**src/rtl/axis_rr_arbiter_if.sv**
```systemverilog
// rtl/axis_rr_arbiter_if.sv - AXI-Stream bundle shared by the arbiter inputs and output
//
// Purpose : groups one stream's handshake and payload signals.
// Signals : tvalid/tready handshake, tdata (DATA_WIDTH), tkeep (1 bit),
//           tlast packet delimiter, tdest (DEST_WIDTH) routing index.
// Modports: master drives payload and tvalid and samples tready;
//           slave samples payload and tvalid and drives tready.
interface axis_rr_arbiter_if #(
  parameter int DATA_WIDTH = 8,
  parameter int DEST_WIDTH = 2
);
  logic                  tvalid;
  logic                  tready;
  logic [DATA_WIDTH-1:0] tdata;
  logic                  tkeep;
  logic                  tlast;
  logic [DEST_WIDTH-1:0] tdest;

  modport master (
    output tvalid,
    output tdata,
    output tkeep,
    output tlast,
    output tdest,
    input  tready
  );

  modport slave (
    input  tvalid,
    input  tdata,
    input  tkeep,
    input  tlast,
    input  tdest,
    output tready
  );
endinterface

```
**src/rtl/axis_rr_arbiter.sv**
```systemverilog
// rtl/axis_rr_arbiter.sv - three-input round-robin AXI-Stream packet arbiter
//
// Purpose : merges s0/s1/s2 into m_axis one whole packet at a time, in
//           round-robin order, tagging every output beat with its source
//           index on m_axis.tdest so a downstream switch can route it back.
// Ports   : s_axis_aclk     clock, all logic on the rising edge
//           s_axis_aresetn  asynchronous active-low reset
//           s0/s1/s2_axis   slave streams (tdest on the inputs is ignored)
//           m_axis          merged master stream, fully registered
//           arb_en          1 = new grants allowed, 0 = finish packet then idle
//           grant           granted source 0..2, 3 when none
//           busy            1 while a packet is being forwarded
module axis_rr_arbiter #(
  parameter int DATA_WIDTH = 8,
  parameter int DEST_WIDTH = 2
) (
  input  logic                     s_axis_aclk,
  input  logic                     s_axis_aresetn,
  axis_rr_arbiter_if.slave         s0_axis,
  axis_rr_arbiter_if.slave         s1_axis,
  axis_rr_arbiter_if.slave         s2_axis,
  axis_rr_arbiter_if.master        m_axis,
  input  logic                     arb_en,
  output logic [1:0]               grant,
  output logic                     busy
);

  typedef enum logic {
    ST_IDLE = 1'b0,
    ST_BUSY = 1'b1
  } state_t;

  localparam logic [1:0] GRANT_NONE = 2'd3;

  state_t                r_state;
  state_t                w_state_nxt;

  logic [1:0]            r_ptr;
  logic [1:0]            r_grant;

  logic                  r_m_tvalid;
  logic [DATA_WIDTH-1:0] r_m_tdata;
  logic                  r_m_tkeep;
  logic                  r_m_tlast;
  logic [DEST_WIDTH-1:0] r_m_tdest;

  logic [2:0]            w_valid;
  logic                  w_any;
  logic [1:0]            w_pick;

  logic                  w_sel_valid;
  logic [DATA_WIDTH-1:0] w_sel_data;
  logic                  w_sel_keep;
  logic                  w_sel_last;

  logic                  w_out_ready;
  logic                  w_start;
  logic                  w_accept;
  logic                  w_end;
  logic [2:0]            w_tready;

  assign w_valid = {s2_axis.tvalid, s1_axis.tvalid, s0_axis.tvalid};
  assign w_any   = |w_valid;

  // First valid source starting at the round-robin pointer. The result is
  // only used when w_any is set, so the fall-through value is arbitrary.
  always_comb begin
    w_pick = 2'd0;
    case (r_ptr)
      2'd1: begin
        if (w_valid[1])      w_pick = 2'd1;
        else if (w_valid[2]) w_pick = 2'd2;
        else                 w_pick = 2'd0;
      end
      2'd2: begin
        if (w_valid[2])      w_pick = 2'd2;
        else if (w_valid[0]) w_pick = 2'd0;
        else                 w_pick = 2'd1;
      end
      default: begin
        if (w_valid[0])      w_pick = 2'd0;
        else if (w_valid[1]) w_pick = 2'd1;
        else                 w_pick = 2'd2;
      end
    endcase
  end

  // Payload of the granted source; grant 3 selects nothing.
  always_comb begin
    w_sel_valid = 1'b0;
    w_sel_data  = '0;
    w_sel_keep  = 1'b0;
    w_sel_last  = 1'b0;
    case (r_grant)
      2'd0: begin
        w_sel_valid = s0_axis.tvalid;
        w_sel_data  = s0_axis.tdata;
        w_sel_keep  = s0_axis.tkeep;
        w_sel_last  = s0_axis.tlast;
      end
      2'd1: begin
        w_sel_valid = s1_axis.tvalid;
        w_sel_data  = s1_axis.tdata;
        w_sel_keep  = s1_axis.tkeep;
        w_sel_last  = s1_axis.tlast;
      end
      2'd2: begin
        w_sel_valid = s2_axis.tvalid;
        w_sel_data  = s2_axis.tdata;
        w_sel_keep  = s2_axis.tkeep;
        w_sel_last  = s2_axis.tlast;
      end
      default: begin
        w_sel_valid = 1'b0;
      end
    endcase
  end

  // The output register can take a beat when it is empty or being drained
  // this cycle, which gives full throughput without a skid buffer.
  assign w_out_ready = m_axis.tready | ~r_m_tvalid;
  assign w_start     = (r_state == ST_IDLE) && arb_en && w_any;
  assign w_accept    = (r_state == ST_BUSY) && w_sel_valid && w_out_ready;
  assign w_end       = w_accept && w_sel_last;

  // State register.
  always_ff @(posedge s_axis_aclk or negedge s_axis_aresetn) begin
    if (!s_axis_aresetn) begin
      r_state <= ST_IDLE;
    end else begin
      r_state <= w_state_nxt;
    end
  end

  // Next-state logic. arb_en is only consulted in IDLE, so dropping it
  // mid-packet lets the current packet run to its tlast.
  always_comb begin
    w_state_nxt = r_state;
    case (r_state)
      ST_IDLE: if (w_start) w_state_nxt = ST_BUSY;
      ST_BUSY: if (w_end)   w_state_nxt = ST_IDLE;
      default:              w_state_nxt = ST_IDLE;
    endcase
  end

  // Output logic: only the granted source ever sees tready.
  always_comb begin
    w_tready = 3'b000;
    busy     = 1'b0;
    if (r_state == ST_BUSY) begin
      busy = 1'b1;
      case (r_grant)
        2'd0:    w_tready = {2'b00, w_out_ready};
        2'd1:    w_tready = {1'b0, w_out_ready, 1'b0};
        2'd2:    w_tready = {w_out_ready, 2'b00};
        default: w_tready = 3'b000;
      endcase
    end
  end

  // Grant and round-robin pointer. The pointer advances past the source
  // that just finished, so a source that keeps requesting yields its turn.
  always_ff @(posedge s_axis_aclk or negedge s_axis_aresetn) begin
    if (!s_axis_aresetn) begin
      r_grant <= GRANT_NONE;
      r_ptr   <= 2'd0;
    end else if (w_start) begin
      r_grant <= w_pick;
    end else if (w_end) begin
      r_grant <= GRANT_NONE;
      case (r_grant)
        2'd0:    r_ptr <= 2'd1;
        2'd1:    r_ptr <= 2'd2;
        default: r_ptr <= 2'd0;
      endcase
    end
  end

  // Output register. Payload fields keep their last value after a drain.
  always_ff @(posedge s_axis_aclk or negedge s_axis_aresetn) begin
    if (!s_axis_aresetn) begin
      r_m_tvalid <= 1'b0;
      r_m_tdata  <= '0;
      r_m_tkeep  <= 1'b0;
      r_m_tlast  <= 1'b0;
      r_m_tdest  <= '0;
    end else if (w_accept) begin
      r_m_tvalid <= 1'b1;
      r_m_tdata  <= w_sel_data;
      r_m_tkeep  <= w_sel_keep;
      r_m_tlast  <= w_sel_last;
      r_m_tdest  <= DEST_WIDTH'(r_grant);
    end else if (r_m_tvalid && m_axis.tready) begin
      r_m_tvalid <= 1'b0;
    end
  end

  assign s0_axis.tready = w_tready[0];
  assign s1_axis.tready = w_tready[1];
  assign s2_axis.tready = w_tready[2];

  assign m_axis.tvalid  = r_m_tvalid;
  assign m_axis.tdata   = r_m_tdata;
  assign m_axis.tkeep   = r_m_tkeep;
  assign m_axis.tlast   = r_m_tlast;
  assign m_axis.tdest   = r_m_tdest;

  assign grant          = r_grant;

endmodule

```
**src/flat_wrapper.sv**
```systemverilog
// flat-port wrapper written by rule: the top's interface ports become plain ports
module axis_rr_arbiter_flat 
#(
  parameter int DATA_WIDTH = 8,
  parameter int DEST_WIDTH = 2
)
  (s_axis_aclk, s_axis_aresetn, arb_en, grant, busy, s0_axis_tvalid, s0_axis_tdata, s0_axis_tkeep, s0_axis_tlast, s0_axis_tdest, s0_axis_tready, s1_axis_tvalid, s1_axis_tdata, s1_axis_tkeep, s1_axis_tlast, s1_axis_tdest, s1_axis_tready, s2_axis_tvalid, s2_axis_tdata, s2_axis_tkeep, s2_axis_tlast, s2_axis_tdest, s2_axis_tready, m_axis_tvalid, m_axis_tdata, m_axis_tkeep, m_axis_tlast, m_axis_tdest, m_axis_tready);
  axis_rr_arbiter_if #(.DATA_WIDTH(DATA_WIDTH), .DEST_WIDTH(DEST_WIDTH)) s0_axis_i ();
  axis_rr_arbiter_if #(.DATA_WIDTH(DATA_WIDTH), .DEST_WIDTH(DEST_WIDTH)) s1_axis_i ();
  axis_rr_arbiter_if #(.DATA_WIDTH(DATA_WIDTH), .DEST_WIDTH(DEST_WIDTH)) s2_axis_i ();
  axis_rr_arbiter_if #(.DATA_WIDTH(DATA_WIDTH), .DEST_WIDTH(DEST_WIDTH)) m_axis_i ();
  input  logic s_axis_aclk;
  input  logic s_axis_aresetn;
  input  logic arb_en;
  output logic [1:0] grant;
  output logic busy;
  input wire logic [$bits(s0_axis_i.tvalid)-1:0] s0_axis_tvalid;
  input wire logic [$bits(s0_axis_i.tdata)-1:0] s0_axis_tdata;
  input wire logic [$bits(s0_axis_i.tkeep)-1:0] s0_axis_tkeep;
  input wire logic [$bits(s0_axis_i.tlast)-1:0] s0_axis_tlast;
  input wire logic [$bits(s0_axis_i.tdest)-1:0] s0_axis_tdest;
  output wire logic [$bits(s0_axis_i.tready)-1:0] s0_axis_tready;
  input wire logic [$bits(s1_axis_i.tvalid)-1:0] s1_axis_tvalid;
  input wire logic [$bits(s1_axis_i.tdata)-1:0] s1_axis_tdata;
  input wire logic [$bits(s1_axis_i.tkeep)-1:0] s1_axis_tkeep;
  input wire logic [$bits(s1_axis_i.tlast)-1:0] s1_axis_tlast;
  input wire logic [$bits(s1_axis_i.tdest)-1:0] s1_axis_tdest;
  output wire logic [$bits(s1_axis_i.tready)-1:0] s1_axis_tready;
  input wire logic [$bits(s2_axis_i.tvalid)-1:0] s2_axis_tvalid;
  input wire logic [$bits(s2_axis_i.tdata)-1:0] s2_axis_tdata;
  input wire logic [$bits(s2_axis_i.tkeep)-1:0] s2_axis_tkeep;
  input wire logic [$bits(s2_axis_i.tlast)-1:0] s2_axis_tlast;
  input wire logic [$bits(s2_axis_i.tdest)-1:0] s2_axis_tdest;
  output wire logic [$bits(s2_axis_i.tready)-1:0] s2_axis_tready;
  output wire logic [$bits(m_axis_i.tvalid)-1:0] m_axis_tvalid;
  output wire logic [$bits(m_axis_i.tdata)-1:0] m_axis_tdata;
  output wire logic [$bits(m_axis_i.tkeep)-1:0] m_axis_tkeep;
  output wire logic [$bits(m_axis_i.tlast)-1:0] m_axis_tlast;
  output wire logic [$bits(m_axis_i.tdest)-1:0] m_axis_tdest;
  input wire logic [$bits(m_axis_i.tready)-1:0] m_axis_tready;
  assign s0_axis_i.tvalid = s0_axis_tvalid;
  assign s0_axis_i.tdata = s0_axis_tdata;
  assign s0_axis_i.tkeep = s0_axis_tkeep;
  assign s0_axis_i.tlast = s0_axis_tlast;
  assign s0_axis_i.tdest = s0_axis_tdest;
  assign s0_axis_tready = s0_axis_i.tready;
  assign s1_axis_i.tvalid = s1_axis_tvalid;
  assign s1_axis_i.tdata = s1_axis_tdata;
  assign s1_axis_i.tkeep = s1_axis_tkeep;
  assign s1_axis_i.tlast = s1_axis_tlast;
  assign s1_axis_i.tdest = s1_axis_tdest;
  assign s1_axis_tready = s1_axis_i.tready;
  assign s2_axis_i.tvalid = s2_axis_tvalid;
  assign s2_axis_i.tdata = s2_axis_tdata;
  assign s2_axis_i.tkeep = s2_axis_tkeep;
  assign s2_axis_i.tlast = s2_axis_tlast;
  assign s2_axis_i.tdest = s2_axis_tdest;
  assign s2_axis_tready = s2_axis_i.tready;
  assign m_axis_tvalid = m_axis_i.tvalid;
  assign m_axis_tdata = m_axis_i.tdata;
  assign m_axis_tkeep = m_axis_i.tkeep;
  assign m_axis_tlast = m_axis_i.tlast;
  assign m_axis_tdest = m_axis_i.tdest;
  assign m_axis_i.tready = m_axis_tready;
  axis_rr_arbiter #(.DATA_WIDTH(DATA_WIDTH), .DEST_WIDTH(DEST_WIDTH)) u_core (.s_axis_aclk(s_axis_aclk), .s_axis_aresetn(s_axis_aresetn), .s0_axis(s0_axis_i), .s1_axis(s1_axis_i), .s2_axis(s2_axis_i), .m_axis(m_axis_i), .arb_en(arb_en), .grant(grant), .busy(busy));
endmodule
```
**config.mk**
```make
export PLATFORM = sky130hd
export DESIGN_NAME = axis_rr_arbiter_flat
export DESIGN_NICKNAME = d
export VERILOG_FILES = /design/src/rtl/axis_rr_arbiter_if.sv /design/src/rtl/axis_rr_arbiter.sv /design/src/flat_wrapper.sv
export SDC_FILE = /design/constraint.sdc
export NUM_CORES = 1
export LEC_CHECK = 0
export CORE_ASPECT_RATIO = 0.6
export CORE_MARGIN = 1
export CORE_UTILIZATION = 39
export CTS_BUF_LIST = sky130_fd_sc_hd__clkbuf_4 sky130_fd_sc_hd__clkbuf_8
export DETAILED_ROUTE_END_ITERATION = 10
export MAX_ROUTING_LAYER = met4
export PLACE_DENSITY = 0.87
export SLEW_MARGIN = 25
export SYNTH_ARGS = -nofsm -noshare
export SYNTH_HDL_FRONTEND = slang
export SYNTH_SLANG_ARGS = --single-unit
```
**constraint.sdc**
```tcl
create_clock -name s_axis_aclk -period 1.9 [get_ports s_axis_aclk]
set_input_delay 0.57 -clock s_axis_aclk [delete_from_list [all_inputs] [get_ports s_axis_aclk]]
set_output_delay 0.57 -clock s_axis_aclk [all_outputs]
set_load 0.03 [all_outputs]
```
==> out/results.ini <==
[setup_path]
end_kind=output pin
crit_arrival_ns=1.31
startpoint_type=flip-flop
r2r_cells=7
max_stage_delay_ns=0.69
slowest_stage=clkdlybuf4s50_1
cp.depth=1
cp-startpoint=u_core.m_axis.tdata[6]
cp_top_family=buffers and inverters
rr_startpoint=u_core.grant[1]
timing.rr.end=u_core.m_axis.tdest[0]
crit_buf_inv=1
crit_end=m_axis_tdata[6]
path_cells=clkdlybuf4s50_1
r2r_slack_ns=0.16
critPathMaxFanout=2
required_ns=1.33
crit_type=flip-flop to output pin

[yosys]
ys_ff_latch=18
synthTopCellsByCount=dfrtp_1, nand2_1, mux2i_1
syn_area_mm2=0.00111
synth_area_leaders=dfrtp_1, mux2_4, mux2i_1
ys_seq_area_frac=0.410
yosys_most_used_dff=dfrtp_1
syn_avg_cell_area_um2=10.7
synth_edf_count=0
synth.yosys.warnings=0
synth_top_area_cell=dfrtp_1
ys_async_sr_fraction=1.00
syn_inst=103
synth_nets=148
yosysMostFrequentCell=dfrtp_1
synth_top_area_frac=0.362
yosysUniqueCellTypes=29

[drt]
via_count=1048
post-route-drc-count=8
routedWlPerCell_um=14.8
firstDrtPassIters=7
routed_wirelength_um=3110
via_per_inst=4.99
detail-route-antenna-nets=0
drtIter0Drc=34

[sta]
layout_min_cycle_time_ns=1.88
setup_viol=0
fin_crit_sh=0.987
timing.fmax_mhz=533
max-slew-margin-rel=0.778
tightest_slew_ns=0.332
final_max_slew_viol_count=0
finalSetupTns_ns=0
hold_viol_final=0
fin_worst_skew_ns=0.00495

[layout]
fin_util=0.745
fillCellCount=183
drive_gt1_frac=0.298
nets=224
multi_input_area_um2=624
diodes=0
seqCellArea_um2=453
syn2layout_area_growth_pct=74.7
final_area_mm2=0.00193

[power_and_ir_drop]
p_leak_nw=0.948
p_per_area_mw_per_mm2=1620
ir_drop_mv=0.743

[die]
die-height_um=43.3
io_pins=62
die_w_um=70.8
row_count=14
core_area_mm2=0.00259
initial_core_util=0.427
die-area_mm2=0.00306

[global_route]
gr-usage-all-layers=0.230
grt_pass1_vias=1081
grt_max_degree=19
grt_overflow=0
grt_antenna_before_repair=0
grt_pass1_wl_um=5000

[clock_tree]
ctsRootBufferMaster=clkbuf_8
path_clk_slew_ns=0.07
cts_tree=yes
postCtsHoldBufs=0
clk_latency_ns=0.26
clock_sinks=18
clk_path_buf_depth=2
cts-buffers-inserted=3
htreeDepth=1

[run]
cap_viol_max_count=0

[place]
place.gp.congestion=0.798
hpwl_um=2260
port_buffers=55
placed_area_mm2=0.00178

[status]
status=finished, violations left
violations=design-rule violations

[worst_hold_path]
hold_class=flip-flop to flip-flop

==> through the flow <==
step	hold slack (ns)	worst slack, ns	total power [mW]	instances
after floorplan	0.274	-0.0163	1.99	103
after global placement	0.498	-0.306	2.60	199
after detailed placement	0.493	-0.290	2.65	199
after CTS	0.518	0.0129	3.09	209
after global routing	0.530	-0.000712	3.29	210
final	0.516	0.0247	3.12	210
==> sequential cells by signal (all words and copies together) (netlist names) <==
| signal | flops |
|---|---|
| u_core.grant | 2 |
| u_core.m_axis.tdata | 8 |
| u_core.m_axis.tdest | 2 |
| u_core.m_axis.tkeep | 1 |
| u_core.m_axis.tlast | 1 |
| u_core.m_axis.tvalid | 1 |
| u_core.r_ptr | 2 |
| u_core.r_state | 1 |
==> cell type report <==
cell class	count	area share
repair buffers	77	0.387
multi-input cells	76	0.323
flip-flops and latches	18	0.234
clock buffers	4	0.0285
well taps	32	0.0207
inverters	3	0.00583
==> where the power goes <==
group          switching, mW  internal, mW  total [mW]
registers              0.145         0.578       0.723
logic                   1.01          1.08        2.08
clock network          0.130         0.184       0.315
total                   1.28          1.84        3.12
==> logic make-up after synthesis <==
| family | after synthesis | synth area share |
|---|---|---|
| adders and majority gates | 2 | 0.0226 |
| DFF | 18 | 0.409 |
| muxes | 24 | 0.261 |
| buffers and inverters | 9 | 0.0554 |
| and+or+nand+nor | 31 | 0.145 |
| AOI/OAI and AO/OA | 19 | 0.106 |
==> layer usage <==
metal / GRT usage / share of wire
met1: 0.259 / 0.43
met2: 0.381 / 0.48
met3: 0.0689 / 0.072
met4: 0.108 / 0.024
met5: - / 0
==> timing repair <==
item | CTS | global route
pin swaps | 1 | 1
endpoints found under the setup margin | 6 | 6
buffers inserted | 6 | 0
gates resized for setup | 9 | 4
gates cloned | 0 | 1
==> worst min path at each step <==
stage	start	end	slack (ns)	cells after the start
2_1_floorplan	s_axis_aresetn	u_core.m_axis.tdata[0]	0.27	0
3_3_place_gp	u_core.m_axis.tdest[0]	u_core.m_axis.tdest[0]	0.50	1
3_5_place_dp	u_core.m_axis.tkeep	u_core.m_axis.tkeep	0.49	1
4_1_cts	u_core.m_axis.tdest[1]	u_core.m_axis.tdest[1]	0.52	1
5_1_grt	u_core.m_axis.tdest[0]	u_core.m_axis.tdest[0]	0.53	1
6_report	u_core.m_axis.tdest[1]	u_core.m_axis.tdest[1]	0.52	1
==> cell usage in the layout (no fill, tap or decap), types with 2 or more instances in the layout <==
master / instances
clkdlybuf4s50_1: 43
buf_4: 23
dfrtp_1: 16
nand2_1: 13
mux2i_1: 12
o21ai_0: 10
mux2_4: 9
nor2_1: 4
clkbuf_8: 4
dlymetal6s2s_1: 4
inv_1: 3
nor2b_1: 3
mux2_2: 3
a21oi_1: 3
o211a_1: 2
ha_1: 2
dlygate4sd2_1: 2
buf_6: 2
dfstp_2: 2
Power figures use the tool's default switching activity.
